$ cat config.mk
export PLATFORM = sky130hd
export DESIGN_NAME = trap_controller_flat
export DESIGN_NICKNAME = d
export VERILOG_FILES = /design/src/rtl/trap_controller_if.sv /design/src/rtl/trap_controller.sv /design/src/flat_wrapper.sv
export SDC_FILE = /design/constraint.sdc
export NUM_CORES = 1
export LEC_CHECK = 0
export ABC_AREA = 0
export BUFFER_PORTS_ARGS = -buffer_cell sky130_fd_sc_hd__buf_2
export CAP_MARGIN = 20
export CORE_AREA = 2 2 130 132
export DETAILED_ROUTE_END_ITERATION = 7
export DIE_AREA = 0 0 132 134
export GPL_TIMING_DRIVEN = 0
export PLACE_DENSITY = 0.62
export SLEW_MARGIN = 20
export SYNTH_ARGS = -nofsm -noshare
export SYNTH_HDL_FRONTEND = slang
export SYNTH_SLANG_ARGS = --single-unit
export TNS_END_PERCENT = 20
$ cat constraint.sdc
create_clock -name clk -period 1.9 [get_ports clk]
set_input_delay 0.095 -clock clk [delete_from_list [all_inputs] [get_ports clk]]
set_output_delay 0.095 -clock clk [all_outputs]
set_load 0.03 [all_outputs]
$ cat src/rtl/trap_controller_if.sv
// Signal bundle between the datapath/CSR side and the trap controller.
// The master side drives requests and CSR state; the slave is the controller itself.
interface trap_controller_if;
    logic        insn_boundary;
    logic        exc_valid;
    logic [31:0] exc_cause;
    logic [31:0] exc_pc;
    logic [31:0] exc_badaddr;
    logic [31:0] int_pc;
    logic [31:0] mstatus;
    logic [31:0] mie;
    logic [31:0] mip;
    logic [1:0]  privilege_mode;
    logic        exception_select;
    logic        exception_event;
    logic [31:0] cause;
    logic [31:0] pc;
    logic [31:0] badaddr;
    logic        trap_done;
    logic        busy;
    logic        wfi_wakeup;
    logic        trap_error;

    modport master (
        output insn_boundary, exc_valid, exc_cause, exc_pc, exc_badaddr, int_pc,
               mstatus, mie, mip, privilege_mode, exception_select,
        input  exception_event, cause, pc, badaddr, trap_done, busy, wfi_wakeup, trap_error
    );

    modport slave (
        input  insn_boundary, exc_valid, exc_cause, exc_pc, exc_badaddr, int_pc,
               mstatus, mie, mip, privilege_mode, exception_select,
        output exception_event, cause, pc, badaddr, trap_done, busy, wfi_wakeup, trap_error
    );
endinterface

$ cat src/rtl/trap_controller.sv
// Trap sequencer: arbitrates exceptions and M-mode interrupts, strobes the CSR unit,
// then waits (bounded) for the redirect before handing control back to the main FSM.
module trap_controller #(
    parameter int REDIRECT_TIMEOUT = 4
) (
    input  logic          clk,
    input  logic          resetn,
    trap_controller_if.slave bus
);
    localparam int CNT_W = $clog2(REDIRECT_TIMEOUT) + 1;

    typedef enum logic [1:0] {IDLE, FIRE, WAIT_REDIR, DONE} state_t;

    state_t      state_reg, state_next;
    logic [CNT_W-1:0] cnt_reg, cnt_next, cnt_inc;
    logic [31:0] cause_reg, cause_next;
    logic [31:0] pc_reg, pc_next;
    logic [31:0] badaddr_reg, badaddr_next;
    logic        trap_error_reg, trap_error_next;
    logic        wfi_reg;

    logic [31:0] pend;
    logic        int_en;
    logic [31:0] int_cause;
    logic        unused_mstatus;

    assign unused_mstatus = &{1'b0, bus.mstatus[31:4], bus.mstatus[2:0]};

    // Only MEI, MSI and MTI are serviced by this controller.
    assign pend    = bus.mie & bus.mip & 32'h0000_0888;
    assign int_en  = (bus.privilege_mode < 2'd3) || bus.mstatus[3];
    assign cnt_inc = cnt_reg + 1'b1;

    always_comb begin
        int_cause = 32'h8000_0007;
        if (pend[11])
            int_cause = 32'h8000_000B;
        else if (pend[3])
            int_cause = 32'h8000_0003;
    end

    always_ff @(posedge clk) begin
        if (!resetn) begin
            state_reg      <= IDLE;
            cnt_reg        <= '0;
            cause_reg      <= '0;
            pc_reg         <= '0;
            badaddr_reg    <= '0;
            trap_error_reg <= 1'b0;
            wfi_reg        <= 1'b0;
        end else begin
            state_reg      <= state_next;
            cnt_reg        <= cnt_next;
            cause_reg      <= cause_next;
            pc_reg         <= pc_next;
            badaddr_reg    <= badaddr_next;
            trap_error_reg <= trap_error_next;
            wfi_reg        <= |pend;
        end
    end

    always_comb begin
        state_next      = state_reg;
        cnt_next        = cnt_reg;
        cause_next      = cause_reg;
        pc_next         = pc_reg;
        badaddr_next    = badaddr_reg;
        trap_error_next = trap_error_reg;
        case (state_reg)
            IDLE: begin
                // Exceptions are synchronous to the faulting instruction, so they beat interrupts.
                if (bus.exc_valid) begin
                    cause_next   = bus.exc_cause;
                    pc_next      = bus.exc_pc;
                    badaddr_next = bus.exc_badaddr;
                    cnt_next     = '0;
                    state_next   = FIRE;
                end else if (bus.insn_boundary && int_en && (pend != 32'd0)) begin
                    cause_next   = int_cause;
                    pc_next      = bus.int_pc;
                    badaddr_next = 32'd0;
                    cnt_next     = '0;
                    state_next   = FIRE;
                end
            end
            FIRE: state_next = WAIT_REDIR;
            WAIT_REDIR: begin
                if (bus.exception_select) begin
                    state_next = DONE;
                end else begin
                    cnt_next = cnt_inc;
                    if (cnt_inc == CNT_W'(REDIRECT_TIMEOUT)) begin
                        trap_error_next = 1'b1;
                        state_next      = DONE;
                    end
                end
            end
            DONE: state_next = IDLE;
            default: state_next = IDLE;
        endcase
    end

    assign bus.exception_event = (state_reg == FIRE);
    assign bus.trap_done       = (state_reg == DONE);
    assign bus.busy            = (state_reg != IDLE);
    assign bus.cause           = cause_reg;
    assign bus.pc              = pc_reg;
    assign bus.badaddr         = badaddr_reg;
    assign bus.trap_error      = trap_error_reg;
    assign bus.wfi_wakeup      = wfi_reg;
endmodule

$ cat src/flat_wrapper.sv
// flat-port wrapper written by rule: the top's interface ports become plain ports
module trap_controller_flat 
#(
    parameter int REDIRECT_TIMEOUT = 4
)
  (clk, resetn, bus_insn_boundary, bus_exc_valid, bus_exc_cause, bus_exc_pc, bus_exc_badaddr, bus_int_pc, bus_mstatus, bus_mie, bus_mip, bus_privilege_mode, bus_exception_select, bus_exception_event, bus_cause, bus_pc, bus_badaddr, bus_trap_done, bus_busy, bus_wfi_wakeup, bus_trap_error);
  trap_controller_if bus_i ();
  input  logic clk;
  input  logic resetn;
  input wire logic [$bits(bus_i.insn_boundary)-1:0] bus_insn_boundary;
  input wire logic [$bits(bus_i.exc_valid)-1:0] bus_exc_valid;
  input wire logic [$bits(bus_i.exc_cause)-1:0] bus_exc_cause;
  input wire logic [$bits(bus_i.exc_pc)-1:0] bus_exc_pc;
  input wire logic [$bits(bus_i.exc_badaddr)-1:0] bus_exc_badaddr;
  input wire logic [$bits(bus_i.int_pc)-1:0] bus_int_pc;
  input wire logic [$bits(bus_i.mstatus)-1:0] bus_mstatus;
  input wire logic [$bits(bus_i.mie)-1:0] bus_mie;
  input wire logic [$bits(bus_i.mip)-1:0] bus_mip;
  input wire logic [$bits(bus_i.privilege_mode)-1:0] bus_privilege_mode;
  input wire logic [$bits(bus_i.exception_select)-1:0] bus_exception_select;
  output wire logic [$bits(bus_i.exception_event)-1:0] bus_exception_event;
  output wire logic [$bits(bus_i.cause)-1:0] bus_cause;
  output wire logic [$bits(bus_i.pc)-1:0] bus_pc;
  output wire logic [$bits(bus_i.badaddr)-1:0] bus_badaddr;
  output wire logic [$bits(bus_i.trap_done)-1:0] bus_trap_done;
  output wire logic [$bits(bus_i.busy)-1:0] bus_busy;
  output wire logic [$bits(bus_i.wfi_wakeup)-1:0] bus_wfi_wakeup;
  output wire logic [$bits(bus_i.trap_error)-1:0] bus_trap_error;
  assign bus_i.insn_boundary = bus_insn_boundary;
  assign bus_i.exc_valid = bus_exc_valid;
  assign bus_i.exc_cause = bus_exc_cause;
  assign bus_i.exc_pc = bus_exc_pc;
  assign bus_i.exc_badaddr = bus_exc_badaddr;
  assign bus_i.int_pc = bus_int_pc;
  assign bus_i.mstatus = bus_mstatus;
  assign bus_i.mie = bus_mie;
  assign bus_i.mip = bus_mip;
  assign bus_i.privilege_mode = bus_privilege_mode;
  assign bus_i.exception_select = bus_exception_select;
  assign bus_exception_event = bus_i.exception_event;
  assign bus_cause = bus_i.cause;
  assign bus_pc = bus_i.pc;
  assign bus_badaddr = bus_i.badaddr;
  assign bus_trap_done = bus_i.trap_done;
  assign bus_busy = bus_i.busy;
  assign bus_wfi_wakeup = bus_i.wfi_wakeup;
  assign bus_trap_error = bus_i.trap_error;
  trap_controller #(.REDIRECT_TIMEOUT(REDIRECT_TIMEOUT)) u_core (.clk(clk), .resetn(resetn), .bus(bus_i));
endmodule
==> impl_table.tex <==
\begin{tabular}{lr}
\hline
Metric & Value \\
\hline
\multicolumn{2}{l}{\textbf{Outcome}} \\
\quad Outcome & completed \\
\multicolumn{2}{l}{\textbf{Timing}} \\
\quad Max Transition Viols Final & 0 \\
\quad Min setup slack post-route & 0.143 ns \\
\quad Worst Hold Margin & 0.0132 ns \\
\quad Worst Max-Slew Pin Slew & 0.666 ns \\
\quad Final worst path period need & 1.76 ns \\
\quad Normalized max-slew margin & 55.6\% \\
\quad Fin Clk Skew & 0.0105 ns \\
\quad Final-report setup violation count & 0 \\
\quad Setup repair after global routing missed its margin & false \\
\quad Final hold violations & 0 \\
\quad Final worst path period share & 92.5\% \\
\quad Maximum clock frequency & 0.569 GHz \\
\multicolumn{2}{l}{\textbf{Setup path}} \\
\quad Kind of capture point of the worst setup path & flip-flop \\
\quad Critical Path RT & 2.17 ns \\
\quad Worst Setup Start Kind & flip-flop \\
\quad Maximum fanout along the worst path & 7 \\
\quad Data arrival time of the critical path & 2.03 ns \\
\quad Kind of critical path & reg -> reg \\
\multicolumn{2}{l}{\textbf{Finish}} \\
\quad Diodes inserted & 0 \\
\quad Share of layout cells above drive strength 1 & 42.5\% \\
\quad Net total in the final layout & 911 \\
\quad Area growth from synthesis to layout & 45.6\% \\
\quad Final cell utilization of the core & 38.0\% \\
\quad Non-filler cells, final & 897 \\
\multicolumn{2}{l}{\textbf{Synthesis}} \\
\quad Share of Yosys cell area claimed by the top area cell type & 48.5\% \\
\quad Cell type with the highest aggregate area in the netlist & dfxtp\_1 \\
\quad Count of yosys warnings during synthesis & 0 \\
\quad Synthesized area & 4250 um2 \\
\quad Post-synthesis net count & 649 \\
\quad Synth Register Bits & 103 \\
\quad Post-synthesis async set-or-reset flop share & 0\% \\
\quad Most used flip-flop cell after synthesis & dfxtp\_1 \\
\quad Post-synthesis cell type count & 35 \\
\quad Number of enable-type register cells in the synthesized netlist & 0 \\
\quad Sequential element share of the synthesized area & 48.5\% \\
\quad Ranking of synthesized cells by area & dfxtp\_1 49\%, a22oi\_1 10\%, nor2b\_1 8.8\% \\
\quad Average instance area after synthesis & 10.3 um2 \\
\quad Synthesized instance count & 411 \\
\multicolumn{2}{l}{\textbf{Power and ir drop}} \\
\quad Switching power summed over all nets & 3380 uW \\
\quad Max VDD drop & 0.000530 V \\
\quad Proportion of power drawn by the clock network & 23.5\% \\
\quad Sw Share & 40.5\% \\
\quad Internal cell power & 4980 uW \\
\quad Power density relative to cell area & 1350 nW/um2 \\
\quad Share of total power in combinational logic & 41.1\% \\
\quad Flop pwr share & 35.4\% \\
\quad Final Total Pwr & 8360 uW \\
\quad Leakage power total & 0.00327 uW \\
\multicolumn{2}{l}{\textbf{Place}} \\
\quad HPWL after detailed placement & 10200 um \\
\quad Cell Count Post-Placement & 872 \\
\quad Placement-stage worst setup slack & -0.309 ns \\
\quad Routability congestion estimate & 0.748 \\
\quad Count of input and output buffers & 241 \\
\multicolumn{2}{l}{\textbf{Clock network}} \\
\quad Clock transition at path regs & 0.07 ns \\
\quad Clock tree from TritonCTS & yes \\
\quad TritonCTS buffer count & 9 \\
\quad Root Buffer Master & clkbuf\_16 \\
\quad Number of clock sinks & 103 \\
\quad Number of levels in the clock H-tree & 3 \\
\quad Post-CTS Setup Bufs & 0 \\
\quad Worst skew pair latency & 0.34 ns \\
\quad Buffer levels on the longest clock path & 2 \\
\multicolumn{2}{l}{\textbf{GRT}} \\
\quad Maximum number of pins on one net before global-route repair & 17 \\
\quad All-layer global routing usage & 14.5\% \\
\quad Via count of the first global-routing pass & 4019 \\
\quad Global-route wire length before repair & 20500 um \\
\quad Number of antenna violations at the first check in global routing & 0 \\
\quad Overflow after GRT & 0 \\
\multicolumn{2}{l}{\textbf{Floorplan}} \\
\quad Floorplan Core Area & 16300 um2 \\
\quad Die boundary height & 134 um \\
\quad Top-level I/O count & 332 \\
\quad Chip width & 132 um \\
\quad Area of the die & 17700 um2 \\
\quad Row count & 47 \\
\quad Starting utilization of the core area & 26.1\% \\
\multicolumn{2}{l}{\textbf{Drt}} \\
\quad Routed length per placed instance & 14.6 um \\
\quad Avg Vias per Cell & 4.50 \\
\quad Total iterations of the first detailed-routing run & 4 \\
\quad Number of antenna-violating nets in the routed design & 0 \\
\quad Iter 0 DRT Violations & 142 \\
\quad Via total after detailed routing & 4040 \\
\quad DR DRC count & 0 \\
\quad Total wirelength of the detailed-routed design & 13100 um \\
\multicolumn{2}{l}{\textbf{Min path}} \\
\quad Worst min path class & in -> reg \\
\multicolumn{2}{l}{\textbf{Flow run}} \\
\quad Maximum Capacitance Violations & 0 \\
\hline
\end{tabular}
## cells in the mapped netlist (all sizes together), types with 2 or more instances
cell	n
nand2	41
mux2i	33
nor2	2
nor2b	60
ha	7
o221a	3
a21boi	3
buf	17
clkbuf	18
o211a	34
a21oi	2
o31ai	2
dfxtp	103
o21ai	3
o211ai	2
or2	2
inv	5
a22oi	59
## final timing paths
| kind | startpoint | end | slack, ns | cells after the start |
|---|---|---|---|---|
| setup / recovery | u_core.state_reg[0] | u_core.cnt_reg[2] | 0.14 | 6 |
| hold / removal | bus_exc_cause[13] | u_core.bus.cause[13] | 0.01 | 3 |
| setup reg to reg | u_core.state_reg[0] | u_core.cnt_reg[2] | 0.14 | 6 |
| hold reg to reg | u_core.bus.trap_error | u_core.bus.trap_error | 0.47 | 1 |
## critical path, cell delays in order (launching register included)
cell      delay [ns]
dfxtp_1         0.36
inv_1           0.12
ha_1            0.30
nand2_1         0.11
o21ai_0         0.15
or4_1           0.53
a21boi_1        0.12
## per-layer routing
layer	part of all wire, %	global-route usage (%)
met5	0	0
met3	8.6	5.78
met4	1.3	3.50
met2	45	23.2
met1	45	18.4
## timing repair
action / CTS / global route
hold endpoints to repair: 11 / 0
gates resized for setup: 4 / 10
endpoints found under the setup margin: 95 / 74
hold buffers: 11 / 0
## power by group through the flow
| stage | combinational, uW | sequential, uW | clock [uW] |
|---|---|---|---|
| floorplan | 1260 | 4010 | 0 |
| global placement | 3380 | 2990 | 0 |
| detailed placement | 3390 | 3000 | 0 |
| CTS | 3420 | 2960 | 2030 |
| global route | 3690 | 3030 | 2120 |
| finish | 3440 | 2960 | 1960 |
## area by class of cell
type / count / area, um2
Inverter: 5 / 18.8
Clock buffer: 10 / 229
Fill cell: 1673 / 10100
Timing Repair Buffer: 252 / 1320
Clock inverter: 5 / 81.3
Buffer: 34 / 161
Sequential cell: 103 / 2060
Tap cell: 220 / 275
Multi-Input combinational cell: 268 / 2040
## logic make-up (layout without fill, tap and decap cells)
kind of cell	count (synthesis)	count (layout)	synth area share, %
AOI/OAI and AO/OA	115	115	23.0
and+or+nand+nor	112	112	14.3
DFF	103	103	48.5
buffers and inverters	40	306	4.15
muxes	33	33	7.77
adders and majority gates	7	7	2.06
xor gates and xnor gates	1	1	0.206
## metrics by stage
step / setup TNS (ns) / area, um2
after floorplan: 0 / 4250
after global placement: -13.12 / 5730
after detailed placement: -15.51 / 5730
after CTS: 0 / 6160
after global routing: 0 / 6190
final: 0 / 6190
## placed cells by master, fill, tap and decap left out, types with 3 or more instances in the layout
cell type / count
clkbuf_16: 9
o221a_2: 3
mux2i_1: 33
nand2_1: 41
clkbuf_2: 4
nor2b_1: 60
buf_2: 255
dfxtp_1: 103
clkbuf_1: 14
buf_4: 3
a22oi_1: 59
ha_1: 6
o21ai_0: 3
dlygate4sd3_1: 11
inv_1: 5
o211a_1: 34
(Power assumes the default switching activity.)
